--- src/rtl/lsu_pkg.sv ---
// Shared constants, FSM state type and size-to-byte-mask helper for the load/store unit.
package lsu_pkg;

  localparam logic [1:0] SIZE_B   = 2'b00;
  localparam logic [1:0] SIZE_H   = 2'b01;
  localparam logic [1:0] SIZE_W   = 2'b10;
  localparam logic [1:0] SIZE_ILL = 2'b11;

  typedef enum logic [2:0] {
    IDLE,
    ACC0,
    WAIT0,
    ACC1,
    WAIT1,
    RESP
  } lsu_state_t;

  function automatic logic [3:0] size_mask(input logic [1:0] size);
    case (size)
      SIZE_B:  size_mask = 4'b0001;
      SIZE_H:  size_mask = 4'b0011;
      SIZE_W:  size_mask = 4'b1111;
      default: size_mask = 4'b0000;
    endcase
  endfunction

endpackage

--- src/rtl/lsu_align.sv ---
// Lane steering: byte mask and shifted write data for stores, and
// shift/truncate/extend of the two-word read window for loads.
module lsu_align
  import lsu_pkg::*;
(
  input  logic [1:0]  size,
  input  logic [1:0]  off,
  input  logic [31:0] wdata,
  input  logic [63:0] rdata64,
  input  logic        is_unsigned,
  output logic [7:0]  mask,
  output logic [63:0] wdata64,
  output logic [31:0] rdata
);

  logic [63:0] rshift;

  function automatic logic [31:0] extend(input logic [31:0] raw, input logic [1:0] sz,
                                         input logic uns);
    logic signed [7:0]  b8;
    logic signed [15:0] h16;
    logic signed [31:0] ext;
    b8  = raw[7:0];
    h16 = raw[15:0];
    ext = '0;
    case (sz)
      SIZE_B: begin
        if (uns) ext = signed'(32'(raw[7:0]));
        else     ext = 32'(b8);
      end
      SIZE_H: begin
        if (uns) ext = signed'(32'(raw[15:0]));
        else     ext = 32'(h16);
      end
      SIZE_W:  ext = raw;
      default: ext = '0;
    endcase
    return ext;
  endfunction

  assign mask    = {4'b0000, size_mask(size)} << off;
  assign wdata64 = {32'h0, wdata} << {off, 3'b000};
  assign rshift  = rdata64 >> {off, 3'b000};
  assign rdata   = extend(rshift[31:0], size, is_unsigned);

endmodule

--- src/rtl/lsu_mem_master.sv ---
// Load/store unit: accepts one core access at a time and drives a word-aligned
// request/grant data-memory port, splitting word-crossing accesses into two words.
module lsu_mem_master
  import lsu_pkg::*;
#(
  parameter int MISALIGN_SPLIT = 1,
  parameter int ADDR_W         = 32
) (
  input  logic              clk,
  input  logic              reset,
  input  logic              req_valid,
  output logic              req_ready,
  input  logic              req_we,
  input  logic [1:0]        req_size,
  input  logic              req_unsigned,
  input  logic [ADDR_W-1:0] req_addr,
  input  logic [31:0]       req_wdata,
  output logic              resp_valid,
  output logic [31:0]       resp_rdata,
  output logic              resp_err,
  output logic              mem_req,
  input  logic              mem_gnt,
  output logic              mem_we,
  output logic [ADDR_W-1:0] mem_addr,
  output logic [3:0]        mem_be,
  output logic [31:0]       mem_wdata,
  input  logic              mem_rvalid,
  input  logic [31:0]       mem_rdata
);

  lsu_state_t state, state_nxt;

  logic [ADDR_W-1:0] addr_p0;
  logic [1:0]        size_p0;
  logic              we_p0;
  logic              uns_p0;
  logic              err_p0;
  logic [31:0]       wdata_p0;
  logic [31:0]       lo_p0;
  logic [31:0]       hi_p0;

  logic [1:0]        size_sel;
  logic [1:0]        off_sel;
  logic [7:0]        mask;
  logic [63:0]       wdata64;
  logic [31:0]       load_data;
  logic              split;
  logic              accept;
  logic              bad_req;
  logic [ADDR_W-1:0] word_addr;

  // In IDLE the aligner looks at the incoming request so the split decision is
  // available at acceptance; afterwards it works from the latched request.
  assign size_sel  = (state == IDLE) ? req_size : size_p0;
  assign off_sel   = (state == IDLE) ? req_addr[1:0] : addr_p0[1:0];
  assign split     = |mask[7:4];
  assign accept    = req_valid && (state == IDLE);
  assign bad_req   = (req_size == SIZE_ILL) || (split && (MISALIGN_SPLIT == 0));
  assign word_addr = {addr_p0[ADDR_W-1:2], 2'b00};

  lsu_align u_align (
    .size        (size_sel),
    .off         (off_sel),
    .wdata       (wdata_p0),
    .rdata64     ({split ? hi_p0 : 32'h0, lo_p0}),
    .is_unsigned (uns_p0),
    .mask        (mask),
    .wdata64     (wdata64),
    .rdata       (load_data)
  );

  always_ff @(posedge clk) begin
    if (reset) state <= IDLE;
    else       state <= state_nxt;
  end

  // Request latch (p0) and read-word capture
  always_ff @(posedge clk) begin
    if (accept) begin
      addr_p0  <= req_addr;
      size_p0  <= req_size;
      we_p0    <= req_we;
      uns_p0   <= req_unsigned;
      wdata_p0 <= req_wdata;
      err_p0   <= bad_req;
    end
    if (state == WAIT0 && mem_rvalid) lo_p0 <= mem_rdata;
    if (state == WAIT1 && mem_rvalid) hi_p0 <= mem_rdata;
  end

  always_comb begin
    state_nxt  = state;
    req_ready  = 1'b0;
    resp_valid = 1'b0;
    resp_rdata = 32'h0;
    resp_err   = 1'b0;
    mem_req    = 1'b0;
    mem_we     = 1'b0;
    mem_addr   = '0;
    mem_be     = 4'h0;
    mem_wdata  = 32'h0;
    case (state)
      IDLE: begin
        req_ready = 1'b1;
        if (req_valid) state_nxt = bad_req ? RESP : ACC0;
      end
      ACC0: begin
        mem_req   = 1'b1;
        mem_we    = we_p0;
        mem_addr  = word_addr;
        mem_be    = mask[3:0];
        mem_wdata = wdata64[31:0];
        if (mem_gnt) begin
          if (!we_p0)     state_nxt = WAIT0;
          else if (split) state_nxt = ACC1;
          else            state_nxt = RESP;
        end
      end
      WAIT0: begin
        if (mem_rvalid) state_nxt = split ? ACC1 : RESP;
      end
      ACC1: begin
        mem_req   = 1'b1;
        mem_we    = we_p0;
        mem_addr  = word_addr + ADDR_W'(4);
        mem_be    = mask[7:4];
        mem_wdata = wdata64[63:32];
        if (mem_gnt) state_nxt = we_p0 ? RESP : WAIT1;
      end
      WAIT1: begin
        if (mem_rvalid) state_nxt = RESP;
      end
      RESP: begin
        resp_valid = 1'b1;
        resp_err   = err_p0;
        resp_rdata = (we_p0 || err_p0) ? 32'h0 : load_data;
        state_nxt  = IDLE;
      end
      default: state_nxt = IDLE;
    endcase
  end

endmodule

--- config.mk ---
export PLATFORM = sky130hd
export DESIGN_NAME = lsu_mem_master
export DESIGN_NICKNAME = d
export VERILOG_FILES = /design/src/rtl/lsu_pkg.sv /design/src/rtl/lsu_align.sv /design/src/rtl/lsu_mem_master.sv
export SDC_FILE = /design/constraint.sdc
export NUM_CORES = 1
export LEC_CHECK = 0
export BUFFER_PORTS_ARGS = -buffer_cell sky130_fd_sc_hd__buf_2
export CAP_MARGIN = 10
export CORE_MARGIN = 3
export CORE_UTILIZATION = 28
export DETAILED_ROUTE_END_ITERATION = 10
export PLACE_DENSITY = 0.48
export SLEW_MARGIN = 20
export SYNTH_ARGS = -nofsm -noshare
export SYNTH_HDL_FRONTEND = slang
export SYNTH_HIERARCHICAL = 1
export SYNTH_SLANG_ARGS = --single-unit
--- constraint.sdc ---
create_clock -name clk -period 11.62 [get_ports clk]
set_clock_uncertainty 0.15 [all_clocks]
set_input_delay 1.162 -clock clk [delete_from_list [all_inputs] [get_ports clk]]
set_output_delay 1.162 -clock clk [all_outputs]
set_load 0.02 [all_outputs]
Yosys cells after proc, flatten, opt, wreduce, memory -nomap -nowiden
Cells that the tools add are included.
{ "totals": {"ff_bits": 136, "input_bits": 105} }
{ "classes": {"n_addsub": 1, "n_eq_ne": 13, "n_shift": 3, "muxes": 27, "reduce_logical": 9} }
{ "op_table": {"columns": ["op", "count"], "rows": [
  ["32-bit two-way mux", 5],
  ["32-bit case mux with 2 select lines", 2],
  ["32-bit case mux with 3 select lines", 1],
  ["32-bit by 5-bit << shifter with 64-bit output", 1],
  ["64-bit by 5-bit >> shifter with 32-bit output", 1],
  ["32-bit by 3-bit adder with 32-bit output (second input constant)", 1],
  ["3-bit two-way mux", 8],
  ["3-bit case mux with 5 select lines", 1],
  ["4-bit case mux with 3 select lines", 1],
  ["2-bit inequality test (second input constant)", 5],
  ["4-bit case mux with 2 select lines", 1],
  ["4-bit by 2-bit << shifter with 8-bit output", 1],
  ["3-bit by 2-bit equality test with 1-bit output (second input constant)", 2],
  ["3-bit equality test (second input constant)", 2],
  ["1-bit two-way mux", 6],
  ["5-bit AND reduction", 1],
  ["2-bit equality test (second input constant)", 2],
  ["2-bit two-way mux", 2],
  ["4-bit OR reduction", 1],
  ["3-bit by 1-bit equality test with 1-bit output (second input constant)", 1],
  ["1-bit logical AND", 3],
  ["3-bit zero test", 1],
  ["2-bit by 1-bit equality test with 1-bit output (second input constant)", 1],
  ["2-bit zero test", 1],
  ["2 further kinds", 2]
]} }

Longest topological paths before layout
{ "logic_depth": {"depth_word": 12, "depth_mapped": 17} }

Modules after synthesis
The synthesis kept the hierarchy.
{ "by_module_without_submodules": {"columns": ["mod", "instances", "cells_per_inst", "area_each_um2", "seq_area_each_um2"], "rows": [
  ["lsu_mem_master", 1, 470, 6179.7, 4053.9],
  ["lsu_align", 1, 270, 2229.6, 0.0]
]} }

Least setup slack after synthesis
OpenSTA, ideal clock, no wires.
{ "synth_path": {"path_kind": "register to output", "startpoint": "reg state[2]", "endpoint": "out resp_rdata[25]", "arrival_ns": 4.540, "t_required_ns": 10.308, "path_slack_ns": 5.768, "stages_incl_launch_ff": 17, "n_path_buf": 6, "cell_sequence": "dfxtp_1 > clkbuf_1 > nor3_1 > mux2_2 > buf_6 > buf_4 > buf_2 > clkbuf_1 > a21oi_1 > a21oi_1 > nor4_1 > clkbuf_1 > nor2b_1 > mux4_1 > nand2_1 > a31oi_1 > and2_1"} }
{ "synth_between": {"elab_cells_between_ends": 17} }
{ "synth_lines": {"columns": ["element", "line_no", "text"], "rows": [
  ["start, declared", "lsu_mem_master.sv:31", "lsu_state_t state, state_nxt;"],
  ["start signal, assigned", "lsu_mem_master.sv:74", "else state <= state_nxt;"],
  ["3-bit zero test (*)", "lsu_mem_master.sv:55", "assign off_sel = (state == IDLE) ? req_addr[1:0] : addr_p0[1:0];"],
  ["2-bit two-way mux (*)", "lsu_mem_master.sv:55", null],
  ["via off_sel[1]", "lsu_mem_master.sv:43", "logic [1:0] off_sel;"],
  ["4-bit by 2-bit << shifter with 8-bit output (*)", "lsu_align.sv:41", "assign mask = {4'b0000, size_mask(size)} << off;"],
  ["via mask[4]", "lsu_mem_master.sv:44", "logic [7:0] mask;"],
  ["4-bit OR reduction (*)", "lsu_mem_master.sv:56", "assign split = |mask[7:4];"],
  ["32-bit two-way mux (*)", "lsu_mem_master.sv:65", ".rdata64 ({split ? hi_p0 : 32'h0, lo_p0}),"],
  ["64-bit by 5-bit >> shifter with 32-bit output (*)", "lsu_align.sv:43", "assign rshift = rdata64 >> {off, 3'b000};"],
  ["32-bit two-way mux, on equally long branches", "lsu_align.sv:32, lsu_align.sv:28", null],
  ["32-bit case mux with 3 select lines (*)", "lsu_align.sv:26", "case (sz)"],
  ["via load_data[25]", "lsu_mem_master.sv:46", "logic [31:0] load_data;"],
  ["32-bit two-way mux (*)", "lsu_mem_master.sv:136", "resp_rdata = (we_p0 || err_p0) ? 32'h0 : load_data;"],
  ["32-bit two-way mux (*)", "lsu_mem_master.sv:102", "case (state)"],
  ["end, declared", "lsu_mem_master.sv:19", "output logic [31:0] resp_rdata,"]
]} }
Mark *: on every way through the listed nets, which the timed path passes. The rest lies on a longest branch.

Final worst setup path
{ "layout_path": {"startpoint": "reg state[0]", "endpoint": "out resp_rdata[20]"} }
The elaborated chain is that of the path after synthesis.

==> flow_summary.toml <==
[pwr]
power_frac_seq = 0.353
ir_drop_mv = 0.108
p_per_area_nw_per_um2 = 171
power.share.clock = 0.306
p_int_mw = 1.10
p_sw_frac = 0.355
power_mw = 1.70
switching_power_mw = 0.603
combPwrFrac = 0.341
leakage_nw = 3.89

[floorplanning]
die_h_um = 176
coreArea_um2 = 28200
ioPinCount = 210
die_w_um = 176
rows = 61
die_area_um2 = 31100
start_util = 0.288

[layout]
drive_gt1_frac = 0.337
final_cell_area_um2 = 9960
synthToLayoutAreaGrowth_pct = 22.6
final_cells = 1291
num-nets-final = 1007

[clocking]
cts.sinks = 128
postCtsHoldBufs = 0
cts-resized-gates = 0
clockBufferDepth = 2
cts_made_buffers = 17
cts_tree = "done"
htreeDepth = 4
clkTransAtPathRegs_ns = 0.07
cts_setup_buffers = 0
clk_latency_ns = 0.43
cts-root-buf = "clkbuf_16"

[critical_path]
criticalPathCategory = "reg -> out"
start_kind = "flop"
end_kind = "output port"
slowest_stage = "nor3_1"
slowest_delay_ns = 0.75
cp_max_fo = 52
path_cells = "nor3_1 > mux2_4 > buf_4 > and2_1 > nor2_1 > a21oi_1 > nor4_2 > buf_4 > nor2b_1 > mux2i_1 > o32a_2 > a31oi_1 > and2_1 > buf_2"
crit_required_ns = 10.31
crit_arrival_ns = 5.21

[timing]
slew_headroom = 0.316
final.period_utilization = 0.561
fin_crit_ns = 6.52
rsz0062_at_grt = "no"
worst_pin_slew_ns = 1.03
finalSetupViolations = 0
finalWorstSetupSlack_ns = 5.10
drv_slew = 0
clock.fmax_mhz = 153
final.setup.tns_ns = 0
hold_viol_final = 0

[min_path]
worstHoldPathType = "reg -> reg"

[routing]
vias_per_cell = 4.83
ant_nets = 0
drc = 0
detail_route.first_pass.iterations = 5
wl_per_cell_um = 17.6
vias = 6237
drt_iter0_markers = 326
wl_um = 22700

[flow_run]
cap_violations = 0

[global_routing]
grt_pass1_wl_um = 34800
grtUsageTotal = 0.145
antenna_found_initial = 4
grt_pass1_vias = 6056
grt_overflow_total = 0
grt_max_degree = 73

[status]
outcome = "complete, no violations"

[synth]
syn_inst = 724
postSynthAreaPerCell_um2 = 11.2
ys_warn_count = 6
syn-cell-area_um2 = 8120

[place]
dp.final_hpwl_um = 15800
routabilityCongestion = 0.766
place_area_um2 = 9390
portBuffers = 207
placed_cells = 1256
dpl_worst_slack_ns = 5.60
-- state kept, by name, indices dropped and copies added, names as in the netlist --
name and cells:
state 3, uns_p0 1, err_p0 1, size_p0 2, lo_p0 32, hi_p0 24
wdata_p0 32, we_p0 1, addr_p0 32
-- layer usage --
metal	vias to the layer above	wire, um	global-route usage
met5	-	26	0
met4	4	442	0.0505
met3	27	1350	0.0370
met2	169	10800	0.229
met1	3022	10200	0.193
li1	3015	-	-
-- path summary, 6_finish.rpt --
check | start | endpoint | slack, ns | cells after the start
worst max-delay path | state[0] | resp_rdata[20] | 5.10 | 14
worst min-delay path | state[2] | state[1] | 0.50 | 1
worst max register to register | state[0] | state[2] | 7.30 | 11
worst min register to register | state[2] | state[1] | 0.50 | 1
-- power by group through the flow --
stage,clock network [mW],registers (mW),logic (mW)
after floorplan,0,0.595,0.451
after global placement,0,0.609,0.584
after detailed placement,0,0.609,0.588
after CTS,0.534,0.600,0.591
after global routing,0.557,0.606,0.639
final,0.520,0.600,0.578
-- through the flow --
step                      hold WS (ns)  utilization
final                            0.497        0.354
after global routing             0.542        0.353
after CTS                        0.502        0.353
after detailed placement         0.502        0.333
after global placement           0.491        0.333
after floorplan                  0.460            -
-- final cells by class --
type	count	area, um^2
tap	378	473
multi-input combinational	526	3970
clock inverter	14	131
timing repair buffer	216	1100
antenna	3	7.51
clock buffer	18	429
fill	2858	18200
sequential	128	3810
inverter	8	30.0
-- worst max-delay path: cells and delay by family, from the launching register on --
kind | cells | cell delay, ns
simple gates | 6 | 1.54
compound gates | 3 | 0.93
buf+inv | 3 | 0.98
flops | 1 | 0.50
mux | 2 | 0.76
-- cells in the final DEF, fill, tap and decap left out, types with 5 or more instances in the layout --
cell type and count:
o21ai_0 17, and3_1 11, or4_1 10, nor2_1 72
edfxtp_1 125, nand3_1 7, nand2_1 54, mux2i_1 71
mux4_2 31, conb_1 11, buf_2 207, mux2_2 11
inv_6 5, ha_1 5, inv_1 7, buf_4 9
or3_1 6, and2_1 44, nor2b_1 43, o31ai_1 9
a22o_1 8, xnor2_1 5, a31oi_1 17, clkbuf_16 17
and4_1 5, a21oi_1 38, nand2b_1 7, nor3_1 5
(Power assumes the default switching activity.)
